$ cat src/rtl/resnet_pkg.sv
// Shared definitions for the resnet_conv compute tile.
//   data_t     : signed 16-bit sample/weight/result word
//   *_DEF      : default image geometry and kernel size
//   S_*        : controller state encodings (IDLE -> LOAD_K -> STREAM -> DONE)
package resnet_pkg;

  localparam int DATA_W    = 16;
  localparam int IMG_W_DEF = 8;
  localparam int IMG_H_DEF = 8;
  localparam int KS_DEF    = 3;

  typedef logic signed [DATA_W-1:0] data_t;

  typedef logic [1:0] state_t;
  localparam state_t S_IDLE   = 2'd0;
  localparam state_t S_LOAD_K = 2'd1;
  localparam state_t S_STREAM = 2'd2;
  localparam state_t S_DONE   = 2'd3;

endpackage

$ cat src/rtl/resnet_linebuf.sv
// Two row buffers plus a 3x3 sliding window for raster-order pixel streams.
// Ports:
//   clk       in   clock
//   clear     in   zero both row buffers and the window (frame restart)
//   shift     in   accept pix at column col and advance the window
//   col       in   column of the incoming pixel
//   pix       in   incoming pixel
//   win_next  out  window as it will be after this shift, row-major,
//                  entry t = i*KS+j at bits [t*16 +: 16]; row 2 is newest
module resnet_linebuf
  import resnet_pkg::*;
#(
  parameter int IMG_W = IMG_W_DEF,
  parameter int KS    = KS_DEF,
  parameter int COL_W = $clog2(IMG_W_DEF)
) (
  input  logic                     clk,
  input  logic                     clear,
  input  logic                     shift,
  input  logic [COL_W-1:0]         col,
  input  logic [DATA_W-1:0]        pix,
  output logic [KS*KS*DATA_W-1:0]  win_next
);

  // lb_p0 holds the previous row, lb_p1 the row before that
  data_t lb_p0 [IMG_W];
  data_t lb_p1 [IMG_W];
  data_t win   [KS][KS];
  data_t nxt   [KS][KS];

  // The window moves one column left; the new right column is the
  // vertical slice {row-2, row-1, row} at the incoming column.
  always_comb begin
    for (int i = 0; i < KS; i++) begin
      for (int j = 0; j < KS - 1; j++) begin
        nxt[i][j] = win[i][j+1];
      end
    end
    nxt[0][KS-1] = lb_p1[col];
    nxt[1][KS-1] = lb_p0[col];
    nxt[2][KS-1] = data_t'(pix);
  end

  always_comb begin
    win_next = '0;
    for (int i = 0; i < KS; i++) begin
      for (int j = 0; j < KS; j++) begin
        win_next[(i*KS+j)*DATA_W +: DATA_W] = nxt[i][j];
      end
    end
  end

  always_ff @(posedge clk) begin
    if (clear) begin
      for (int k = 0; k < IMG_W; k++) begin
        lb_p0[k] <= '0;
        lb_p1[k] <= '0;
      end
      for (int i = 0; i < KS; i++) begin
        for (int j = 0; j < KS; j++) begin
          win[i][j] <= '0;
        end
      end
    end else if (shift) begin
      lb_p1[col] <= lb_p0[col];
      lb_p0[col] <= data_t'(pix);
      for (int i = 0; i < KS; i++) begin
        for (int j = 0; j < KS; j++) begin
          win[i][j] <= nxt[i][j];
        end
      end
    end
  end

endmodule

$ cat src/rtl/resnet_conv.sv
// Single-channel 3x3 convolution + ReLU tile (valid-only, no padding).
// After flush it pulls 9 kernel words, then streams IMG_H x IMG_W pixels
// and pushes one result per completed window.
// Ports:
//   clk, rst_n (synchronous, active-high), flush (frame restart pulse)
//   hw_kernel_..._read_en / _read : kernel word request / data
//   hw_input_..._read_en  / _read : input pixel request / data
//   hw_output_..._write_valid / _write : result valid / data (0 when idle)
module resnet_conv
  import resnet_pkg::*;
#(
  parameter int IMG_W = IMG_W_DEF,
  parameter int IMG_H = IMG_H_DEF,
  parameter int KS    = KS_DEF
) (
  input  logic        clk,
  input  logic        rst_n,
  input  logic        flush,
  output logic        hw_kernel_stencil_op_hcompute_hw_kernel_global_wrapper_stencil_read_en,
  input  logic [15:0] hw_kernel_stencil_op_hcompute_hw_kernel_global_wrapper_stencil_read,
  output logic        hw_input_stencil_op_hcompute_hw_input_global_wrapper_stencil_read_en,
  input  logic [15:0] hw_input_stencil_op_hcompute_hw_input_global_wrapper_stencil_read,
  output logic        hw_output_stencil_op_hcompute_hw_output_stencil_write_valid,
  output logic [15:0] hw_output_stencil_op_hcompute_hw_output_stencil_write
);

  localparam int COL_W = (IMG_W > 1) ? $clog2(IMG_W) : 1;
  localparam int ROW_W = (IMG_H > 1) ? $clog2(IMG_H) : 1;
  localparam int NK    = KS * KS;

  localparam logic [3:0]       K_LAST   = 4'(NK - 1);
  localparam logic [COL_W-1:0] COL_LAST = COL_W'(IMG_W - 1);
  localparam logic [ROW_W-1:0] ROW_LAST = ROW_W'(IMG_H - 1);
  localparam logic [COL_W-1:0] COL_MIN  = COL_W'(KS - 1);
  localparam logic [ROW_W-1:0] ROW_MIN  = ROW_W'(KS - 1);

  state_t           state;
  logic [3:0]       kcnt;
  logic [COL_W-1:0] col;
  logic [ROW_W-1:0] row;
  logic             kren;
  logic             iren;

  data_t                    kern [NK];
  logic [NK*DATA_W-1:0]     kern_flat;
  logic [NK*DATA_W-1:0]     win_next;
  data_t                    out_p0;
  logic                     vld_p0;

  // Products and the running sum both wrap modulo 2^16.
  function automatic data_t conv_sum(input logic [NK*DATA_W-1:0] w,
                                     input logic [NK*DATA_W-1:0] k);
    logic signed [2*DATA_W-1:0] prod;
    data_t                      acc;
    acc = '0;
    for (int t = 0; t < NK; t++) begin
      prod = data_t'(w[t*DATA_W +: DATA_W]) * data_t'(k[t*DATA_W +: DATA_W]);
      acc  = acc + data_t'(prod[DATA_W-1:0]);
    end
    return acc;
  endfunction

  function automatic data_t relu(input data_t x);
    return x[DATA_W-1] ? data_t'(0) : x;
  endfunction

  assign kren = (state == S_LOAD_K);
  assign iren = (state == S_STREAM);

  assign hw_kernel_stencil_op_hcompute_hw_kernel_global_wrapper_stencil_read_en = kren;
  assign hw_input_stencil_op_hcompute_hw_input_global_wrapper_stencil_read_en   = iren;

  always_ff @(posedge clk) begin
    if (rst_n) begin
      state  <= S_IDLE;
      kcnt   <= '0;
      col    <= '0;
      row    <= '0;
      vld_p0 <= 1'b0;
    end else if (flush) begin
      state  <= S_LOAD_K;
      kcnt   <= '0;
      col    <= '0;
      row    <= '0;
      vld_p0 <= 1'b0;
    end else begin
      vld_p0 <= 1'b0;
      case (state)
        S_LOAD_K: begin
          kcnt <= kcnt + 4'd1;
          if (kcnt == K_LAST) state <= S_STREAM;
        end
        S_STREAM: begin
          // A window completes once at least KS-1 rows and columns precede it.
          vld_p0 <= (row >= ROW_MIN) && (col >= COL_MIN);
          if (col == COL_LAST) begin
            col <= '0;
            row <= row + 1'b1;
            if (row == ROW_LAST) state <= S_DONE;
          end else begin
            col <= col + 1'b1;
          end
        end
        default: ;
      endcase
    end
  end

  always_ff @(posedge clk) begin
    if (kren) kern[kcnt] <= data_t'(hw_kernel_stencil_op_hcompute_hw_kernel_global_wrapper_stencil_read);
  end

  always_comb begin
    kern_flat = '0;
    for (int t = 0; t < NK; t++) begin
      kern_flat[t*DATA_W +: DATA_W] = kern[t];
    end
  end

  resnet_linebuf #(
    .IMG_W (IMG_W),
    .KS    (KS),
    .COL_W (COL_W)
  ) u_linebuf (
    .clk      (clk),
    .clear    (flush),
    .shift    (iren),
    .col      (col),
    .pix      (hw_input_stencil_op_hcompute_hw_input_global_wrapper_stencil_read),
    .win_next (win_next)
  );

  // ---- stage p0: MAC + ReLU on the window that includes the new pixel ----
  always_ff @(posedge clk) begin
    if (iren) out_p0 <= relu(conv_sum(win_next, kern_flat));
  end

  assign hw_output_stencil_op_hcompute_hw_output_stencil_write_valid = vld_p0;
  assign hw_output_stencil_op_hcompute_hw_output_stencil_write       = vld_p0 ? out_p0 : 16'd0;

endmodule

$ cat config.mk
export PLATFORM = sky130hd
export DESIGN_NAME = resnet_conv
export DESIGN_NICKNAME = d
export VERILOG_FILES = /design/src/rtl/resnet_pkg.sv /design/src/rtl/resnet_linebuf.sv /design/src/rtl/resnet_conv.sv
export SDC_FILE = /design/constraint.sdc
export NUM_CORES = 2
export LEC_CHECK = 0
export ABC_AREA = 1
export CAP_MARGIN = 20
export CORE_MARGIN = 3
export CORE_UTILIZATION = 45
export DETAILED_ROUTE_END_ITERATION = 8
export GPL_ROUTABILITY_DRIVEN = 0
export HOLD_SLACK_MARGIN = 0.12
export PLACE_DENSITY_LB_ADDON = 0.05
export SETUP_SLACK_MARGIN = 0.5
export SLEW_MARGIN = 20
export SYNTH_ARGS = -nofsm -noshare
export SYNTH_HDL_FRONTEND = slang
export SYNTH_SLANG_ARGS = --single-unit
$ cat constraint.sdc
create_clock -name clk -period 26.6 [get_ports clk]
set_input_delay 3.99 -clock clk [delete_from_list [all_inputs] [get_ports clk]]
set_output_delay 3.99 -clock clk [all_outputs]
set_load 0.005 [all_outputs]
## Yosys cells after proc, flatten, opt, wreduce, memory -nomap -nowiden

Memories as Yosys holds them, arrays and structs flattened. A register that Yosys moved wholly into a read port is not among the register bits.
Index checks and enable logic that the tools add are counted.

- Add/sub/neg operators: 11
- $mul: 9
- Order comparisons: 2
- Equal/unequal tests: 11
- Multiplexer cells: 33
- Bitwise gates (word level): 10
- Reductions and logical operators: 10

Operators by type and width:

| cell | number |
|---|---|
| 16-bit two-way mux | 12 |
| 16-bit by 16-bit multiplier with 16-bit output | 9 |
| 16-bit adder | 8 |
| 16-bit OR reduction | 2 |
| 3-bit two-way mux | 7 |
| 1-bit two-way mux | 10 |
| 3-bit by 2-bit inequality test with 1-bit output (second input constant) | 3 |
| 1-bit bitwise OR | 9 |
| 4-bit AND reduction | 2 |
| 3-bit by 1-bit adder with 3-bit output (second input constant) | 2 |
| 3-bit equality test (second input constant) | 2 |
| 3-bit by 2-bit >= comparator with 1-bit output (second input constant) | 2 |
| 2-bit two-way mux | 3 |
| 2-bit by 1-bit inequality test with 1-bit output (second input constant) | 3 |
| 4-bit by 1-bit adder with 4-bit output (second input constant) | 1 |
| 4-bit equality test (second input constant) | 1 |
| 2-bit case mux with 2 select lines | 1 |
| 3-bit nonzero test | 1 |
| 3-bit OR reduction | 1 |
| 2-bit by 1-bit equality test with 1-bit output (second input constant) | 1 |
| 2-bit equality test (second input constant) | 1 |
| 2-bit AND reduction | 1 |
| 2-bit nonzero test | 1 |
| 2-bit OR reduction | 1 |
| other kinds (2) | 2 |

- Register bits: 29
- RAM bits: 544
- Input bits: 35
- Output and inout port bits: 19
- Logic and storage cells: 98
- Memories: 4

Memory list:

| name | words | bits a word | rd ports | clocked after memory_dff | write ports | line | source |
|---|---|---|---|---|---|---|---|
| kern | 9 | 16 | 9 | 0 | 1 | resnet_conv.sv:44 | `data_t kern [NK];` |
| u_linebuf.win | 3 | 48 | 3 | 0 | 3 | resnet_linebuf.sv:28 | `data_t win [KS][KS];` |
| u_linebuf.lb_p0 | 8 | 16 | 1 | 1 | 8 | resnet_linebuf.sv:26 | `data_t lb_p0 [IMG_W];` |
| u_linebuf.lb_p1 | 8 | 16 | 1 | 1 | 8 | resnet_linebuf.sv:27 | `data_t lb_p1 [IMG_W];` |

## Logic depth before layout (Yosys ltp)

An unclocked memory read counts as a cell.

- Depth in word-level cells: 10
- Depth in mapped cells: 47
- Mapped depth without buffers: 43

## Cells and area by module

From an unflattened synthesis, not the netlist that was laid out.

- Cell total of the unflattened synthesis: 7426
- Area, all modules: 62050.8 sq um

Modules (own cells, without submodules):

| module | times used | cells each | area an instance (sq um) | sequential area each (sq um) |
|---|---|---|---|---|
| resnet_conv | 1 | 5873 | 46490.8 | 5034.8 |
| resnet_linebuf | 1 | 1553 | 15559.9 | 10570.1 |

## Least setup slack after synthesis

OpenSTA, ideal clock, no wires.

- Kind: input -> register
- From: input hw_input_stencil_op_hcompute_hw_input_global_wrapper_stencil_read[8]
- To: register out_p0[12] (data pin)
- Setup time: 0.259 ns
- Arrival time: 12.188 ns
- Required time: 26.341 ns
- Slack: 14.153 ns
- Cell stages on the path: 35
- Buffers on the path: 2
- Cell sequence: clkbuf_1 nand2_1 fa_1 inv_1 fa_1 inv_1 fa_1 inv_1 fa_1 inv_1 fa_1 inv_1 fa_1 inv_1 fa_1 inv_1 fa_1 fa_1 fa_1 fa_1 inv_1 fa_1 inv_1 ha_1 a21oi_1 inv_1 a31oi_1 o21ai_0 a21oi_1 o21bai_1 xor2_1 inv_1 nand2_2 buf_4 a21oi_2

- Word-level cells in the longest chain between the ends: 2

RTL lines:

| element | line | source |
|---|---|---|
| start, declared | resnet_conv.sv:22 | `input logic [15:0] hw_input_stencil_op_hcompute_hw_input_global_wrapper_stencil_read,` |
| 16-bit by 16-bit multiplier with 16-bit output | resnet_conv.sv:57 | `prod = data_t'(w[t*DATA_W +: DATA_W]) * data_t'(k[t*DATA_W +: DATA_W]);` |
| 16-bit adder | resnet_conv.sv:58 | `acc = acc + data_t'(prod[DATA_W-1:0]);` |
| end signal, assigned | resnet_conv.sv:135 | `if (iren) out_p0 <= relu(conv_sum(win_next, kern_flat));` |
| end, declared | resnet_conv.sv:47 | `data_t out_p0;` |

Every way passes these cells.
A chain may end at the register's enable or synchronous reset.

## Final worst setup path

- From: input hw_input_stencil_op_hcompute_hw_input_global_wrapper_stencil_read[8]
- To: register out_p0[0] (data pin)

The elaborated chain is that of the path after synthesis.

==> flow_results.xml <==
<?xml version="1.0" encoding="UTF-8"?>
<metrics>
  <group name="sta">
    <metric name="grt_setup_unrepaired" unit="">false</metric>
    <metric name="setup_viol" unit="">0</metric>
    <metric name="setup-tns-final" unit="ns">0</metric>
    <metric name="finalHoldViolCount" unit="">0</metric>
    <metric name="worst_clock_skew" unit="ns">0.06634</metric>
    <metric name="maxSlewViolCount" unit="">0</metric>
    <metric name="fin_crit_sh" unit="%">48.94</metric>
    <metric name="max_slew.worst_pin.slew" unit="ns">1.101</metric>
    <metric name="period_needed" unit="ns">13.02</metric>
    <metric name="final_critical_path_setup_slack" unit="ns">13.58</metric>
    <metric name="relSlewSlack" unit="%">26.17</metric>
    <metric name="fmax" unit="MHz">76.81</metric>
  </group>
  <group name="min_path">
    <metric name="hold_path_depth" unit="">2</metric>
    <metric name="timing.hold.worst.class" unit="">flop to flop</metric>
    <metric name="min_to" unit="">row[2]$_SDFFE_PP0P_</metric>
    <metric name="startpoint_of_the_most_critical_hold_path" unit="">row[2]$_SDFFE_PP0P_</metric>
  </group>
  <group name="synth">
    <metric name="synth_cells" unit="">7200</metric>
    <metric name="synthesis.area" unit="µm²">60800</metric>
    <metric name="postSynthNetCount" unit="">8583</metric>
    <metric name="avgSynthCellArea" unit="µm²">8.444</metric>
    <metric name="ys_seq_area_share" unit="%">25.77</metric>
    <metric name="total_of_warnings_raised_by_yosys" unit="">0</metric>
    <metric name="ys_types" unit="">37</metric>
    <metric name="number_of_synthesized_register_bits" unit="">527</metric>
  </group>
  <group name="worst_setup_path">
    <metric name="worst_ep_required_time" unit="ns">27.07</metric>
    <metric name="cp_data_arrival_time" unit="ns">13.49</metric>
    <metric name="worst_setup_sp_type" unit="">input pin</metric>
    <metric name="timing.rr.end" unit="">out_p0[0]$_SDFFCE_PP0P_</metric>
    <metric name="reg2reg_depth" unit="">37</metric>
    <metric name="crit_path_max_incr_delay" unit="ns">0.89</metric>
    <metric name="critPathMostFrequentCell" unit="">fa_1</metric>
    <metric name="kind_of_critical_path" unit="">input pin to flop</metric>
    <metric name="ff2ff_setup_slack" unit="ns">14.41</metric>
    <metric name="cell_with_the_largest_stage_delay_on_the_worst_path" unit="">clkdlybuf4s50_1</metric>
    <metric name="crit_path_end_kind" unit="">flop</metric>
    <metric name="timing.critical_path.fanout_max" unit="">15</metric>
  </group>
  <group name="routing">
    <metric name="detailedRoute.firstIterationViolations" unit="">3646</metric>
    <metric name="wl_per_cell" unit="µm">21.79</metric>
    <metric name="routed-via-count" unit="">44435</metric>
    <metric name="detailedRoute.firstPassIterationCount" unit="">6</metric>
    <metric name="detailroute.wirelength.met3" unit="µm">13560</metric>
    <metric name="highest_metal_layer_with_signal_wires" unit="">met5</metric>
    <metric name="met1_length" unit="µm">85730</metric>
    <metric name="wirelength" unit="µm">194400</metric>
    <metric name="drt.antenna.violating_nets" unit="">0</metric>
    <metric name="drc" unit="">0</metric>
    <metric name="vias_per_cell" unit="">4.979</metric>
    <metric name="met2RoutedLength" unit="µm">90030</metric>
  </group>
  <group name="placement">
    <metric name="sum_of_net_half_perimeters_after_detailed_placement" unit="µm">149200</metric>
    <metric name="io_buf_count" unit="">52</metric>
    <metric name="pre_cts_ws" unit="ns">12.97</metric>
    <metric name="place_area" unit="µm²">62770</metric>
  </group>
  <group name="clocking">
    <metric name="hold_buffers" unit="">0</metric>
    <metric name="cts_htree_levels" unit="">3</metric>
    <metric name="clock_insertion_delay_worst_skew" unit="ns">0.69</metric>
    <metric name="tritoncts_buffer_count" unit="">70</metric>
    <metric name="cts_max_path_buffers" unit="">3</metric>
    <metric name="clk_root_buffer_cell" unit="">clkbuf_16</metric>
    <metric name="clkSlewWorstSetupHoldPaths" unit="ns">0.06</metric>
    <metric name="postCtsSetupRepairBufs" unit="">0</metric>
    <metric name="cts_tree" unit="">built</metric>
    <metric name="post_cts_sizing" unit="">0</metric>
    <metric name="cts.sink_count" unit="">527</metric>
  </group>
  <group name="global_routing">
    <metric name="gr-total-overflow" unit="">0</metric>
    <metric name="global_route_wire_length_before_repair" unit="µm">293800</metric>
    <metric name="grt_util_all_layers" unit="%">28.51</metric>
    <metric name="grt_antenna_before_repair" unit="">11</metric>
    <metric name="number_of_global_route_vias_before_repair" unit="">45430</metric>
    <metric name="grt_start_max_net_pins" unit="">99</metric>
  </group>
  <group name="die">
    <metric name="floorplan.die.height" unit="µm">373.6</metric>
    <metric name="die_area" unit="µm²">139600</metric>
    <metric name="initial_utilization" unit="%">45.44</metric>
    <metric name="die-width" unit="µm">373.6</metric>
    <metric name="placeableCoreArea" unit="µm²">133800</metric>
    <metric name="placementRows" unit="">134</metric>
    <metric name="boundaryPins" unit="">54</metric>
  </group>
  <group name="cells_and_area">
    <metric name="fraction_of_layout_cells_with_a_size_suffix_above_1" unit="%">2.954</metric>
    <metric name="final_cell_area" unit="µm²">65030</metric>
    <metric name="final_net_count" unit="">8480</metric>
    <metric name="multiInputGateArea" unit="µm²">36410</metric>
    <metric name="final_core_util" unit="%">48.61</metric>
    <metric name="register_area" unit="µm²">15670</metric>
    <metric name="number_of_fillers_in_the_final_layout" unit="">13217</metric>
    <metric name="area_growth_syn_to_layout" unit="%">6.964</metric>
  </group>
  <group name="job">
    <metric name="cap_viol_max_count" unit="">0</metric>
  </group>
  <group name="status">
    <metric name="outcome" unit="">finished, final reports clean</metric>
  </group>
</metrics>
==> registers in the layout (all words and copies together), names as in the netlist, named ones only <==
register	cells
kern	144
u_linebuf.win	96
row	3
kcnt	4
out_p0	15
u_linebuf.lb_p1	128
u_linebuf.lb_p0	128
hw_output_stencil_op_hcompute_hw_output_stencil_write_valid	1
state	2
col	3
==> logic make-up (layout without fill, tap and decap cells) <==
family                     Yosys count  after routing  synth area share [%]
AOI/OAI and AO/OA                  160            160                 1.494
xor gates and xnor gates           103            103                 1.506
adders and majority gates         1348           1348                 38.98
buffers and inverters             2312           2256                 14.50
DFF                                527            527                 25.77
other                                1             13              0.006168
and+or+nand+nor                   2749           2749                 17.75
==> critical path: cells and delay by family <==
| kind | cells | cell delay [ns] |
|---|---|---|
| compound gates | 6 | 1.06 |
| fa+ha+maj | 13 | 6.22 |
| xor+xnor | 1 | 0.23 |
| simple gates | 2 | 0.57 |
| buf+inv | 11 | 1.38 |
==> layout make-up <==
type	instances	share of cell area, %
inverter	2037	11.76
clock buffer	90	2.922
sequential	527	24.10
multi-input combinational	4361	56.00
tap	1768	3.402
antenna	12	0.04618
timing repair buffer	100	1.285
clock inverter	29	0.4945
==> cells in the mapped netlist <==
cell type	n	area, µm²
nor3_1	10	50.05
o211ai_2	2	25.02
fa_1	910	18220
a21oi_1	25	125.1
o211ai_1	13	97.59
o21ai_2	1	8.760
a21oi_2	10	87.58
nand2b_1	1	6.260
nor2_1	715	2684
o21ai_0	76	380.4
nand2_1	1732	6501
a31oi_1	3	18.77
clkbuf_1	208	780.8
nand2_2	7	43.79
xnor3_1	1	22.52
buf_4	19	142.6
and2_1	1	6.260
dfxtp_1	16	320.3
buf_2	28	140.1
a21o_1	3	22.52
clkinv_1	19	71.32
o21ai_1	24	120.1
conb_1	1	3.750
edfxtp_1	511	15340
nand3b_1	22	165.2
xor2_1	52	455.4
nand4_1	11	68.82
buf_6	4	45.04
nand3_2	2	20.02
or2_2	5	31.28
buf_1	16	60.06
o21bai_1	3	22.52
ha_1	438	5480
inv_2	8	30.03
nand3_1	243	1216
xnor2_1	50	437.9
inv_1	2010	7545
==> per-layer routing <==
| layer | global-route usage (%) | vias to the layer above |
|---|---|---|
| met3 | 4.917 | 209 |
| met1 | 39.86 | 22320 |
| met2 | 45.96 | 1282 |
| li1 | - | 20622 |
| met5 | 0 | - |
| met4 | 7.647 | 2 |
==> worst max path at each step <==
stage,start,slack (ns),depth (start not counted),to
after global placement,input pin,13.01,31,out_p0[2]$_SDFFCE_PP0P_
after CTS,input pin,13.65,29,out_p0[0]$_SDFFCE_PP0P_
after detailed placement,input pin,12.97,29,out_p0[0]$_SDFFCE_PP0P_
final,input pin,13.58,33,out_p0[0]$_SDFFCE_PP0P_
after global routing,input pin,13.08,31,out_p0[1]$_SDFFCE_PP0P_
after floorplan,input pin,14.15,35,out_p0[12]$_SDFFCE_PP0P_
==> layout by cell type (no fill, tap or decap), types with 7 or more instances in the layout <==
| master | count |
|---|---|
| nor2_1 | 713 |
| nor3_2 | 7 |
| a21oi_1 | 25 |
| a21oi_2 | 10 |
| buf_4 | 48 |
| edfxtp_1 | 511 |
| nand2_2 | 12 |
| o211ai_1 | 13 |
| nand3b_1 | 22 |
| clkbuf_1 | 16 |
| o21ai_1 | 24 |
| buf_2 | 9 |
| clkinv_1 | 24 |
| nand3_1 | 243 |
| clkdlybuf4s50_1 | 43 |
| ha_1 | 438 |
| diode_2 | 12 |
| inv_1 | 2009 |
| clkbuf_16 | 73 |
| xnor2_1 | 50 |
| clkinvlp_4 | 7 |
| xor2_1 | 52 |
| nand2_1 | 1723 |
| nand4_1 | 11 |
| dfxtp_1 | 14 |
| fa_1 | 910 |
| clkinv_2 | 8 |
| o21ai_0 | 76 |
| inv_2 | 7 |
==> stage by stage <==
| stage | instances | hold WS [ns] |
|---|---|---|
| final | 8924 | 0.4795 |
| after global placement | 8793 | 0.4691 |
| after floorplan | 7200 | 0.4472 |
| after CTS | 8912 | 0.4844 |
| after detailed placement | 8793 | 0.4755 |
| after global routing | 8916 | 0.5266 |
Power is left out: the tool's default activity adds up to more than one toggle a clock period on the data nets, which glitch-free logic cannot reach.
